==> src/rtl/vault_siren_ctrl.sv <==
// Siren sequencer shared by the vault alarm (entry delay, timed siren, silenced memory, ack)
// and the end-of-shift beep; a vault violation always pre-empts or blocks the beep.
module vault_siren_ctrl #(
  parameter int ENTRY_DELAY   = 3,
  parameter int ALARM_TIMEOUT = 8,
  parameter int SHIFT_CYCLES  = 4,
  parameter int CNT_W         = 4
) (
  input  logic             clk_2,
  input  logic             reset,
  input  logic             door,
  input  logic             business_hours,
  input  logic             override,
  input  logic             shift_req,
  input  logic             ack,
  output logic             siren,
  output logic             pre_alarm,
  output logic             alarm_mem,
  output logic             shift_pending,
  output logic [2:0]       state,
  output logic [CNT_W-1:0] count
);

  localparam logic [2:0] ST_IDLE   = 3'd0;
  localparam logic [2:0] ST_ENTRY  = 3'd1;
  localparam logic [2:0] ST_ALARM  = 3'd2;
  localparam logic [2:0] ST_SILENT = 3'd3;
  localparam logic [2:0] ST_SHIFT  = 3'd4;

  localparam logic [CNT_W-1:0] CNT_ONE   = CNT_W'(1);
  localparam logic [CNT_W-1:0] ENTRY_LD  = CNT_W'(ENTRY_DELAY - 1);
  localparam logic [CNT_W-1:0] ALARM_LD  = CNT_W'(ALARM_TIMEOUT - 1);
  localparam logic [CNT_W-1:0] SHIFT_LD  = CNT_W'(SHIFT_CYCLES - 1);

  logic [2:0]       state_q, state_d;
  logic [CNT_W-1:0] cnt_q, cnt_d;
  logic             pending_q, pending_d;
  logic             shift_prev;
  logic             viol, rise, to_shift;

  assign viol = door & (override | ~business_hours);
  assign rise = shift_req & ~shift_prev;

  always_ff @(posedge clk_2) begin
    if (reset) begin
      state_q    <= ST_IDLE;
      cnt_q      <= '0;
      pending_q  <= 1'b0;
      shift_prev <= 1'b0;
    end else begin
      state_q    <= state_d;
      cnt_q      <= cnt_d;
      pending_q  <= pending_d;
      shift_prev <= shift_req;
    end
  end

  always_comb begin
    state_d  = state_q;
    cnt_d    = cnt_q;
    to_shift = 1'b0;
    case (state_q)
      ST_IDLE: begin
        if (viol) begin
          state_d = ST_ENTRY;
          cnt_d   = ENTRY_LD;
        end else if (rise | pending_q) begin
          state_d  = ST_SHIFT;
          cnt_d    = SHIFT_LD;
          to_shift = 1'b1;
        end
      end
      ST_ENTRY: begin
        if (!viol) begin
          state_d = ST_IDLE;
        end else if (cnt_q == '0) begin
          state_d = ST_ALARM;
          cnt_d   = ALARM_LD;
        end else begin
          cnt_d = cnt_q - CNT_ONE;
        end
      end
      ST_ALARM: begin
        // Operator ack outranks the auto-silence timeout.
        if (ack && !viol) begin
          state_d = ST_IDLE;
        end else if (ack || cnt_q == '0) begin
          state_d = ST_SILENT;
        end else begin
          cnt_d = cnt_q - CNT_ONE;
        end
      end
      ST_SILENT: begin
        if (ack && !viol) state_d = ST_IDLE;
      end
      ST_SHIFT: begin
        // Violation drops the rest of the beep; it is not re-queued.
        if (viol) begin
          state_d = ST_ENTRY;
          cnt_d   = ENTRY_LD;
        end else if (cnt_q == '0) begin
          state_d = ST_IDLE;
        end else begin
          cnt_d = cnt_q - CNT_ONE;
        end
      end
      default: state_d = ST_IDLE;
    endcase
    pending_d = to_shift ? 1'b0 : (pending_q | rise);
  end

  always_comb begin
    siren         = (state_q == ST_ALARM) | ((state_q == ST_SHIFT) & cnt_q[0]);
    pre_alarm     = (state_q == ST_ENTRY);
    alarm_mem     = (state_q == ST_ALARM) | (state_q == ST_SILENT);
    shift_pending = pending_q;
    state         = state_q;
    count         = cnt_q;
  end

endmodule

==> config.mk <==
export PLATFORM = sky130hd
export DESIGN_NAME = vault_siren_ctrl
export DESIGN_NICKNAME = d
export VERILOG_FILES = /design/src/rtl/vault_siren_ctrl.sv
export SDC_FILE = /design/constraint.sdc
export NUM_CORES = 1
export LEC_CHECK = 0
export ABC_AREA = 1
export ABC_CLOCK_PERIOD_IN_PS = 1600
export CAP_MARGIN = 20
export CORE_ASPECT_RATIO = 0.6
export CORE_MARGIN = 8
export CORE_UTILIZATION = 31
export DETAILED_ROUTE_END_ITERATION = 16
export GPL_TIMING_DRIVEN = 0
export PLACE_DENSITY = 0.55
export SYNTH_ARGS = -nofsm -noshare
export SYNTH_HDL_FRONTEND = slang
export SYNTH_SLANG_ARGS = --single-unit
==> constraint.sdc <==
create_clock -name clk_2 -period 1.6 [get_ports clk_2]
set_input_delay 0.16 -clock clk_2 [delete_from_list [all_inputs] [get_ports clk_2]]
set_output_delay 0.16 -clock clk_2 [all_outputs]
set_load 0.01 [all_outputs]
==> results of run 1 <==
## cells in the mapped netlist
cell type	number	share of area, %
clkbuf_4	1	1.0
dfxtp_1	9	24
nor2_2	3	2.5
a21boi_0	1	1.0
ha_1	1	1.7
nand3_4	2	4.7
inv_1	9	4.5
xor2_1	2	2.3
inv_2	6	3.0
nor2_1	22	11
nor3_1	2	1.3
nor2_8	1	2.7
nand2_1	26	13
nand3_1	10	6.7
a21oi_1	5	3.3
a21oi_2	1	1.2
nand2_2	4	3.3
nand2_4	1	1.5
nand3_2	4	5.3
o21ai_1	2	1.3
o211ai_1	2	2.0
nor3_2	1	1.3
o21ai_0	2	1.3
## critical path, cell delays in order, from the launching register on
cell	delay (ns)
dfxtp_2	0.36
inv_2	0.08
nor2_2	0.12
clkdlybuf4s50_1	0.55
## worst max-delay path by stage
stage                                      from                    end  depth (start not counted)
after detailed placement               override  state[1]$_SDFFE_PP0P_                         11
after floorplan           count[0]$_SDFFE_PP0P_  count[0]$_SDFFE_PP0P_                         10
after global placement                 override  state[1]$_SDFFE_PP0P_                         11
after global routing      count[0]$_SDFFE_PP0P_  count[0]$_SDFFE_PP0P_                         10
final                     state[1]$_SDFFE_PP0P_              alarm_mem                          3
after CTS                 state[1]$_SDFFE_PP0P_              alarm_mem                          3
## stage by stage
stage	utilization (%)	std cells	instance area, um^2
floorplan	-	117	751
global placement	43.0	164	958
detailed placement	43.0	164	958
finish	45.5	168	1010
global route	45.5	168	1010
CTS	45.3	168	1010
## power by group through the flow
stage / clock, mW / combinational (mW) / sequential, mW
6_report: 0.271 / 1.48 / 0.420
5_1_grt: 0.298 / 1.64 / 0.439
4_1_cts: 0.279 / 1.48 / 0.419
3_5_place_dp: 0 / 1.48 / 0.414
3_3_place_gp: 0 / 1.46 / 0.411
2_1_floorplan: 0 / 1.02 / 0.433
## registers in the layout (all words and copies together), names as in the netlist
name           cells
state              3
shift_prev         1
count              4
shift_pending      1
## routing by layer
metal / track usage (%) / wire length, um
met1: 13.2 / 1030
met2: 14.5 / 772
met3: 4.82 / 162
met4: 2.74 / 11
met5: 0 / 0
## cell families (layout without fill, tap and decap cells)
logic type	Yosys count	after routing	synth area share, %
and+or+nand+nor	76	76	53.3
xor gates and xnor gates	2	2	2.33
DFF	9	9	24.0
buffers and inverters	16	37	8.50
adders and majority gates	1	1	1.67
AOI/OAI and AO/OA	13	13	10.2
## layout make-up
type                            count  area [um^2]  share of cell area, %
Timing Repair Buffer               17          168                   16.5
Clock inverter                      1         5.00                  0.493
Sequential cell                     9          185                   18.2
Buffer                              1         7.51                  0.740
Inverter                           15         56.3                   5.55
Tap cell                           30         37.5                   3.70
Multi-Input combinational cell     92          514                   50.7
Clock buffer                        3         41.3                   4.07
## what timing repair did
action                                  CTS  global route
gates resized for setup                   5             3
endpoints found under the hold margin     0             0
endpoints found under the setup margin    4             6
==> flow_summary.json, run 1 <==
{
  "routabilityCongestion": 0.806,
  "chipWidth_um": 79.5,
  "synth-seq-cells": 9,
  "portBuffers": 17,
  "maxCapViolCount": 0,
  "fin_skew_ns": 0.00316,
  "routedWlPerCell_um": 11.8,
  "clkPwrFrac_pct": 12.5,
  "vias": 821,
  "dr.first_iter.drc_count": 47,
  "start_util_pct": 33.7,
  "core-area_um2": 2230,
  "io_pins": 18,
  "ff2ff_path_depth": 9,
  "track_usage_pct": 10.2,
  "place_ws_ns": -0.0504,
  "start_kind": "flip-flop",
  "cts_setup_buffers": 0,
  "slew_viol_final": 0,
  "avgSynthCellArea_um2": 6.42,
  "drc_errors": 0,
  "layout_min_cycle_time_ns": 1.50,
  "cp_max_fo": 5,
  "cts_buffers": 3,
  "relSlewSlack_pct": 70.3,
  "clk_path_buf_depth": 2,
  "diodes": 0,
  "p_leak_nw": 0.472,
  "reg2reg_slack_ns": 0.12,
  "tightest_slew_ns": 0.442,
  "hold_ws_ns": 0.469,
  "ctsHoldBuffers": 0,
  "hold_path_end": "shift_prev$_SDFF_PP0_",
  "yosysWarnings": 0,
  "antenna_found_initial": 0,
  "cp-end-kind": "output port",
  "cts.sinks": 9,
  "syn_area_um2": 751,
  "p_per_area_nw_per_um2": 2140,
  "hold_viol": 0,
  "status": "finished clean",
  "rsz0062_at_grt": "true",
  "cts_max_level": 1,
  "mostFrequentLayoutCells": "nand2_1 (26), nor2_1 (22), clkdlybuf4s50_1 (15), nand3_1 (10), inv_1 (9)",
  "tritoncts": "built",
  "grt_pass1_wl_um": 3420,
  "min_from": "shift_req",
  "cp.required_ns": 1.44,
  "area_growth_pct": 35.2,
  "synthesis.instances": 117,
  "grt_max_degree": 11,
  "layout_setup_ws_ns": 0.0980,
  "dr.pass1.iters": 4,
  "cp_data_arrival_time_ns": 1.34,
  "root_buffer": "clkbuf_8",
  "drt-vias-per-instance": 4.89,
  "p_total_mw": 2.17,
  "pwr-share-seq_pct": 19.4,
  "overflow": 0,
  "setup_viol": 0,
  "finalCritPeriodShare_pct": 93.9,
  "synth_cell_types": 23,
  "finalSetupTns_ns": 0,
  "fin_nets": 147,
  "wirelength_um": 1980,
  "die-area_um2": 4300,
  "r2r-end": "count[0]$_SDFFE_PP0P_",
  "layout_commonest_cell": "nand2_1",
  "clkTransAtPathRegs_ns": 0.05,
  "hp-class": "primary input to flip-flop",
  "fill_cells": 228,
  "comb_power_share_pct": 68.1,
  "vdd_drop_max_mv": 0.774,
  "power.switching_mw": 1.07,
  "p_sw_share_pct": 49.5,
  "clock_latency_ns": 0.23,
  "intPower_mw": 1.09,
  "post-dp-hpwl_um": 1610,
  "fp-row-count": 13,
  "reg2reg_from": "count[0]$_SDFFE_PP0P_",
  "ant_nets": 0,
  "synth_fp_nets": 125,
  "clock.fmax_mhz": 666,
  "path_class": "flip-flop to output port",
  "yosysSeqAreaShare_pct": 24.0,
  "fp.dieH_um": 54.1,
  "whs_path_depth": 3,
  "drive_gt1_share_pct": 23.9,
  "grt_pass1_vias": 726
}
No activity file was read; power rests on OpenSTA's default activity.
==> run 2: changes to the inputs <==
--- a/config.mk
+++ b/config.mk
@@ -8,12 +8,11 @@
 export ABC_AREA = 1
 export ABC_CLOCK_PERIOD_IN_PS = 1600
 export CAP_MARGIN = 20
-export CORE_ASPECT_RATIO = 0.6
 export CORE_MARGIN = 8
-export CORE_UTILIZATION = 31
+export CORE_UTILIZATION = 48
 export DETAILED_ROUTE_END_ITERATION = 16
 export GPL_TIMING_DRIVEN = 0
-export PLACE_DENSITY = 0.55
+export PLACE_DENSITY = 0.79
 export SYNTH_ARGS = -nofsm -noshare
 export SYNTH_HDL_FRONTEND = slang
 export SYNTH_SLANG_ARGS = --single-unit
==> flow_summary.json, run 2 (synthesis results as in run 1) <==
{
  "fin_skew_ns": 0.00111,
  "finalCritPeriodShare_pct": 91.9,
  "cp.required_ns": 1.44,
  "clkTransAtPathRegs_ns": 0.06,
  "p_per_area_nw_per_um2": 2080,
  "die-area_um2": 3090,
  "wirelength_um": 1750,
  "start_util_pct": 50.4,
  "portBuffers": 17,
  "hold_viol": 0,
  "rsz0062_at_grt": "false",
  "fill_cells": 142,
  "overflow": 0,
  "clk_path_buf_depth": 2,
  "start_kind": "flip-flop",
  "setup_viol": 0,
  "clock.fmax_mhz": 680,
  "hold_ws_ns": 0.452,
  "p_total_mw": 2.04,
  "cp_max_fo": 5,
  "chipWidth_um": 55.5,
  "placed_cell_area_um2": 941,
  "io_pins": 18,
  "hp-class": "primary input to flip-flop",
  "slowest_delay_ns": 0.59,
  "crit_family": "buffers and inverters",
  "largest_reg_flops": 4,
  "dr.pass1.iters": 4,
  "dpl.cell_count": 150,
  "antenna_found_initial": 0,
  "mostFrequentLayoutCells": "nand2_1 (26), nor2_1 (22), clkdlybuf4s50_1 (14), nand3_1 (10), inv_1 (9)",
  "fp.dieH_um": 55.5,
  "core-area_um2": 1490,
  "root_buffer": "clkbuf_4",
  "crit_buf_inv": 1,
  "drc_errors": 0,
  "reg2reg_slack_ns": 0.13,
  "cts_buffers": 3,
  "dr.first_iter.drc_count": 13,
  "grt_pass1_wl_um": 2970,
  "cts.sinks": 9,
  "layout_commonest_cell": "nand2_1",
  "reg2reg_from": "count[0]$_SDFFE_PP0P_",
  "status": "finished clean",
  "p_leak_nw": 0.475,
  "fin_nets": 147,
  "crit_path_cell_trace": "clkdlybuf4s50_1",
  "cp_slowest_cell": "clkdlybuf4s50_1",
  "path_class": "flip-flop to output port",
  "post-dp-hpwl_um": 1430,
  "ctsHoldBuffers": 0,
  "vdd_drop_max_mv": 0.959,
  "routedWlPerCell_um": 11.4,
  "routabilityCongestion": 0.865,
  "cts_max_level": 1,
  "layout_min_cycle_time_ns": 1.47,
  "drt-vias-per-instance": 5.14,
  "min_from": "shift_req",
  "diodes": 0,
  "cp_data_arrival_time_ns": 1.31,
  "maxCapViolCount": 0,
  "tightest_slew_ns": 0.381,
  "drive_gt1_share_pct": 23.2,
  "tritoncts": "built",
  "grt_max_degree": 11,
  "clock_latency_ns": 0.25,
  "grt_pass1_vias": 749,
  "cts_setup_buffers": 0,
  "finish.instance_area_um2": 981,
  "relSlewSlack_pct": 74.4,
  "cp-end-kind": "output port",
  "track_usage_pct": 11.2,
  "final_cells": 154,
  "ant_nets": 0,
  "critPathLaunch": "count[2]$_SDFFE_PP0P_",
  "area_growth_pct": 30.7,
  "fp-row-count": 14,
  "postLayoutCoreUtil_pct": 65.9,
  "vias": 792,
  "slew_viol_final": 0
}
==> run 2: final cells by class <==
cell class | instances | area, um^2 | share of cell area, %
Multi-Input combinational cell | 92 | 514 | 52.4
Sequential cell | 9 | 185 | 18.9
Timing Repair Buffer | 17 | 171 | 17.5
Inverter | 15 | 56.3 | 5.74
Clock buffer | 4 | 26.3 | 2.68
Tap cell | 16 | 20.0 | 2.04
Buffer | 1 | 7.51 | 0.765
==> run 2: timing repair <==
item	in CTS	in global routing
endpoints found under the setup margin	3	8
cloned	0	0
resized for setup	4	7
==> run 2: worst paths after layout <==
check,end,depth (start not counted)
setup / recovery,count[2],1
hold / removal,shift_prev$_SDFF_PP0_,3
setup reg to reg,count[0]$_SDFFE_PP0P_,10
hold reg to reg,count[1]$_SDFFE_PP0P_,2
==> run 2: power by group <==
| part | switching [mW] | internal (mW) |
|---|---|---|
| Combinational | 0.835 | 0.608 |
| Clock | 0.0784 | 0.0961 |
| Sequential | 0.111 | 0.314 |
| Total | 1.03 | 1.02 |
==> run 2: metrics by stage <==
step                      worst slack, ns  setup TNS [ns]
after global routing               0.0372               0
after detailed placement          -0.0306         -0.0670
after floorplan                     0.121               0
after CTS                          0.0420               0
after global placement            -0.0174         -0.0373
final                               0.129               0
==> run 2: worst register-to-register path, delay by kind of cell (launching register included) <==
family | cells | cell delay, ns
flip-flops | 1 | 0.37
buffers and inverters | 2 | 0.13
adder cells (fa/ha/maj) | 1 | 0.21
AND/OR/NAND/NOR | 7 | 0.66
==> run 2: layer usage <==
layer  global-route usage (%)  wire [um]  vias up
li1                         -          -      416
met1                     13.1        844      356
met2                     17.8        802       16
met3                     3.65         80        4
met4                     4.93         27        0
met5                        0          0        -
==> run 3: changes to the inputs <==
--- a/config.mk
+++ b/config.mk
@@ -6,13 +6,12 @@
 export NUM_CORES = 1
 export LEC_CHECK = 0
 export ABC_AREA = 1
-export ABC_CLOCK_PERIOD_IN_PS = 1600
+export ABC_CLOCK_PERIOD_IN_PS = 1800
 export CAP_MARGIN = 20
 export CORE_MARGIN = 8
-export CORE_UTILIZATION = 48
+export CORE_UTILIZATION = 51
 export DETAILED_ROUTE_END_ITERATION = 16
-export GPL_TIMING_DRIVEN = 0
-export PLACE_DENSITY = 0.79
+export PLACE_DENSITY = 0.83
 export SYNTH_ARGS = -nofsm -noshare
 export SYNTH_HDL_FRONTEND = slang
 export SYNTH_SLANG_ARGS = --single-unit
==> constraint.sdc (replaced) <==
create_clock -name clk_2 -period 1.8 [get_ports clk_2]
set_input_delay 0.18 -clock clk_2 [delete_from_list [all_inputs] [get_ports clk_2]]
set_output_delay 0.18 -clock clk_2 [all_outputs]
set_load 0.01 [all_outputs]
==> flow_summary.json, run 3 (synthesis results as in run 1) <==
{
  "crit_path_cell_trace": "inv_2 -> nand3_2 -> inv_2 -> clkdlybuf4s50_1",
  "cp_slowest_cell": "clkdlybuf4s50_1",
  "setup_viol": 0,
  "vias": 782,
  "start_kind": "flip-flop",
  "fin_nets": 146,
  "finalSetupTns_ns": 0,
  "slowest_delay_ns": 0.54,
  "clkTransAtPathRegs_ns": 0.06,
  "crit_family": "buffers and inverters",
  "crit_buf_inv": 3,
  "drc_errors": 0,
  "tightest_slew_ns": 0.444,
  "fp.dieH_um": 54.4,
  "cp_data_arrival_time_ns": 1.50,
  "clock.fmax_mhz": 596,
  "dpl.cell_count": 149,
  "fill_cells": 125,
  "root_buffer": "clkbuf_4",
  "power.switching_mw": 0.927,
  "cp.required_ns": 1.62,
  "reg2reg_from": "count[0]$_SDFFE_PP0P_",
  "drive_gt1_share_pct": 21.2,
  "portBuffers": 17,
  "clkPwrFrac_pct": 8.1,
  "reg2reg_slack_ns": 0.21,
  "layout_min_cycle_time_ns": 1.68,
  "finish.instance_area_um2": 963,
  "io_pins": 18,
  "cts.sinks": 9,
  "p_sw_share_pct": 50.7,
  "rsz0062_at_grt": "false",
  "finalCritPeriodShare_pct": 93.2,
  "drt-vias-per-instance": 5.11,
  "clock_latency_ns": 0.25,
  "post-dp-hpwl_um": 1430,
  "cpMostUsedCell": "inv_2",
  "tritoncts": "built",
  "r2r-end": "count[0]$_SDFFE_PP0P_",
  "multi_input_area_um2": 509,
  "clk_path_buf_depth": 2,
  "path_depth": 4,
  "p_total_mw": 1.83,
  "cp_max_fo": 7,
  "layout_commonest_cell": "nand2_1",
  "grt_pass1_wl_um": 2990,
  "fp-row-count": 14,
  "dr.first_iter.drc_count": 18,
  "routabilityCongestion": 0.862,
  "chipWidth_um": 54.4,
  "regArea_um2": 183,
  "ff2ff_path_depth": 10,
  "status": "finished clean",
  "core-area_um2": 1440,
  "hold_viol": 0,
  "overflow": 0,
  "antenna_found_initial": 0,
  "slew_viol_final": 0,
  "path_class": "flip-flop to output port",
  "fin_skew_ns": 0.00149,
  "die-area_um2": 2960,
  "dr.pass1.iters": 5,
  "placed_cell_area_um2": 933,
  "hold_ws_ns": 0.482,
  "grt_pass1_vias": 735,
  "p_per_area_nw_per_um2": 1900,
  "cp-end-kind": "output port",
  "cts_max_level": 1,
  "hold_path_end": "shift_prev$_SDFF_PP0_",
  "mostFrequentLayoutCells": "nand2_1 (26), nor2_1 (21), clkdlybuf4s50_1 (16), nand3_1 (10), inv_1 (9)",
  "min_from": "shift_req",
  "cts_buffers": 3,
  "intPower_mw": 0.900,
  "start_util_pct": 52.3,
  "track_usage_pct": 13.4,
  "relSlewSlack_pct": 70.1,
  "area_growth_pct": 28.3,
  "largest_reg_flops": 4,
  "routedWlPerCell_um": 11.6,
  "final_cells": 153,
  "hp-class": "primary input to flip-flop",
  "cts_setup_buffers": 0,
  "whs_path_depth": 3,
  "maxCapViolCount": 0,
  "p_leak_nw": 0.453,
  "layout_setup_ws_ns": 0.122,
  "vdd_drop_max_mv": 0.960,
  "wirelength_um": 1780,
  "pwr-share-seq_pct": 20.4,
  "place_ws_ns": 0.0433,
  "diodes": 0,
  "grt_max_degree": 12,
  "ant_nets": 0,
  "comb_power_share_pct": 71.5,
  "postLayoutCoreUtil_pct": 67.1
}
[run 3: tightest hold or removal path: stages]
cell	delay, ns
clkdlybuf4s50_1	0.39
inv_1	0.08
nor2_1	0.04
[run 3: final cells by class]
| type | instances | area share (%) |
|---|---|---|
| multi-input cells | 92 | 52.9 |
| flip-flops and latches | 9 | 19.0 |
| repair buffers | 17 | 17.5 |
| inverters | 15 | 5.84 |
| clock buffers | 4 | 2.73 |
| well taps | 16 | 2.08 |
[run 3: repair_timing]
action / in CTS / in global routing
endpoints found under the hold margin: 0 / 0
hold buffers: 0 / 0
gates resized for setup: 3 / 1
setup endpoints to repair: 1 / 1
[run 3: how the worst max path moves through the flow]
stage	end	startpoint
2_1_floorplan	count[0]$_SDFFE_PP0P_	count[0]$_SDFFE_PP0P_
3_3_place_gp	count[0]$_SDFFE_PP0P_	override
3_5_place_dp	state[1]$_SDFFE_PP0P_	override
4_1_cts	pre_alarm	state[0]$_SDFFE_PP0P_
5_1_grt	pre_alarm	state[2]$_SDFFE_PP0P_
6_report	pre_alarm	state[2]$_SDFFE_PP0P_
[run 3: layer usage]
| layer | up-vias | wire (um) | global-route usage (%) |
|---|---|---|---|
| met4 | 0 | 8 | 6.15 |
| met3 | 2 | 74 | 2.99 |
| met2 | 13 | 825 | 22.7 |
| met1 | 349 | 870 | 15.6 |
| li1 | 418 | - | - |
| met5 | - | 0 | 0 |
[run 3: power by group through the flow]
| stage | clock (mW) | sequential, mW | combinational, mW |
|---|---|---|---|
| 5_1_grt | 0.169 | 0.388 | 1.45 |
| 4_1_cts | 0.158 | 0.369 | 1.30 |
| 2_1_floorplan | 0 | 0.385 | 0.910 |
| 3_5_place_dp | 0 | 0.367 | 1.30 |
| 3_3_place_gp | 0 | 0.365 | 1.28 |
| 6_report | 0.149 | 0.373 | 1.31 |
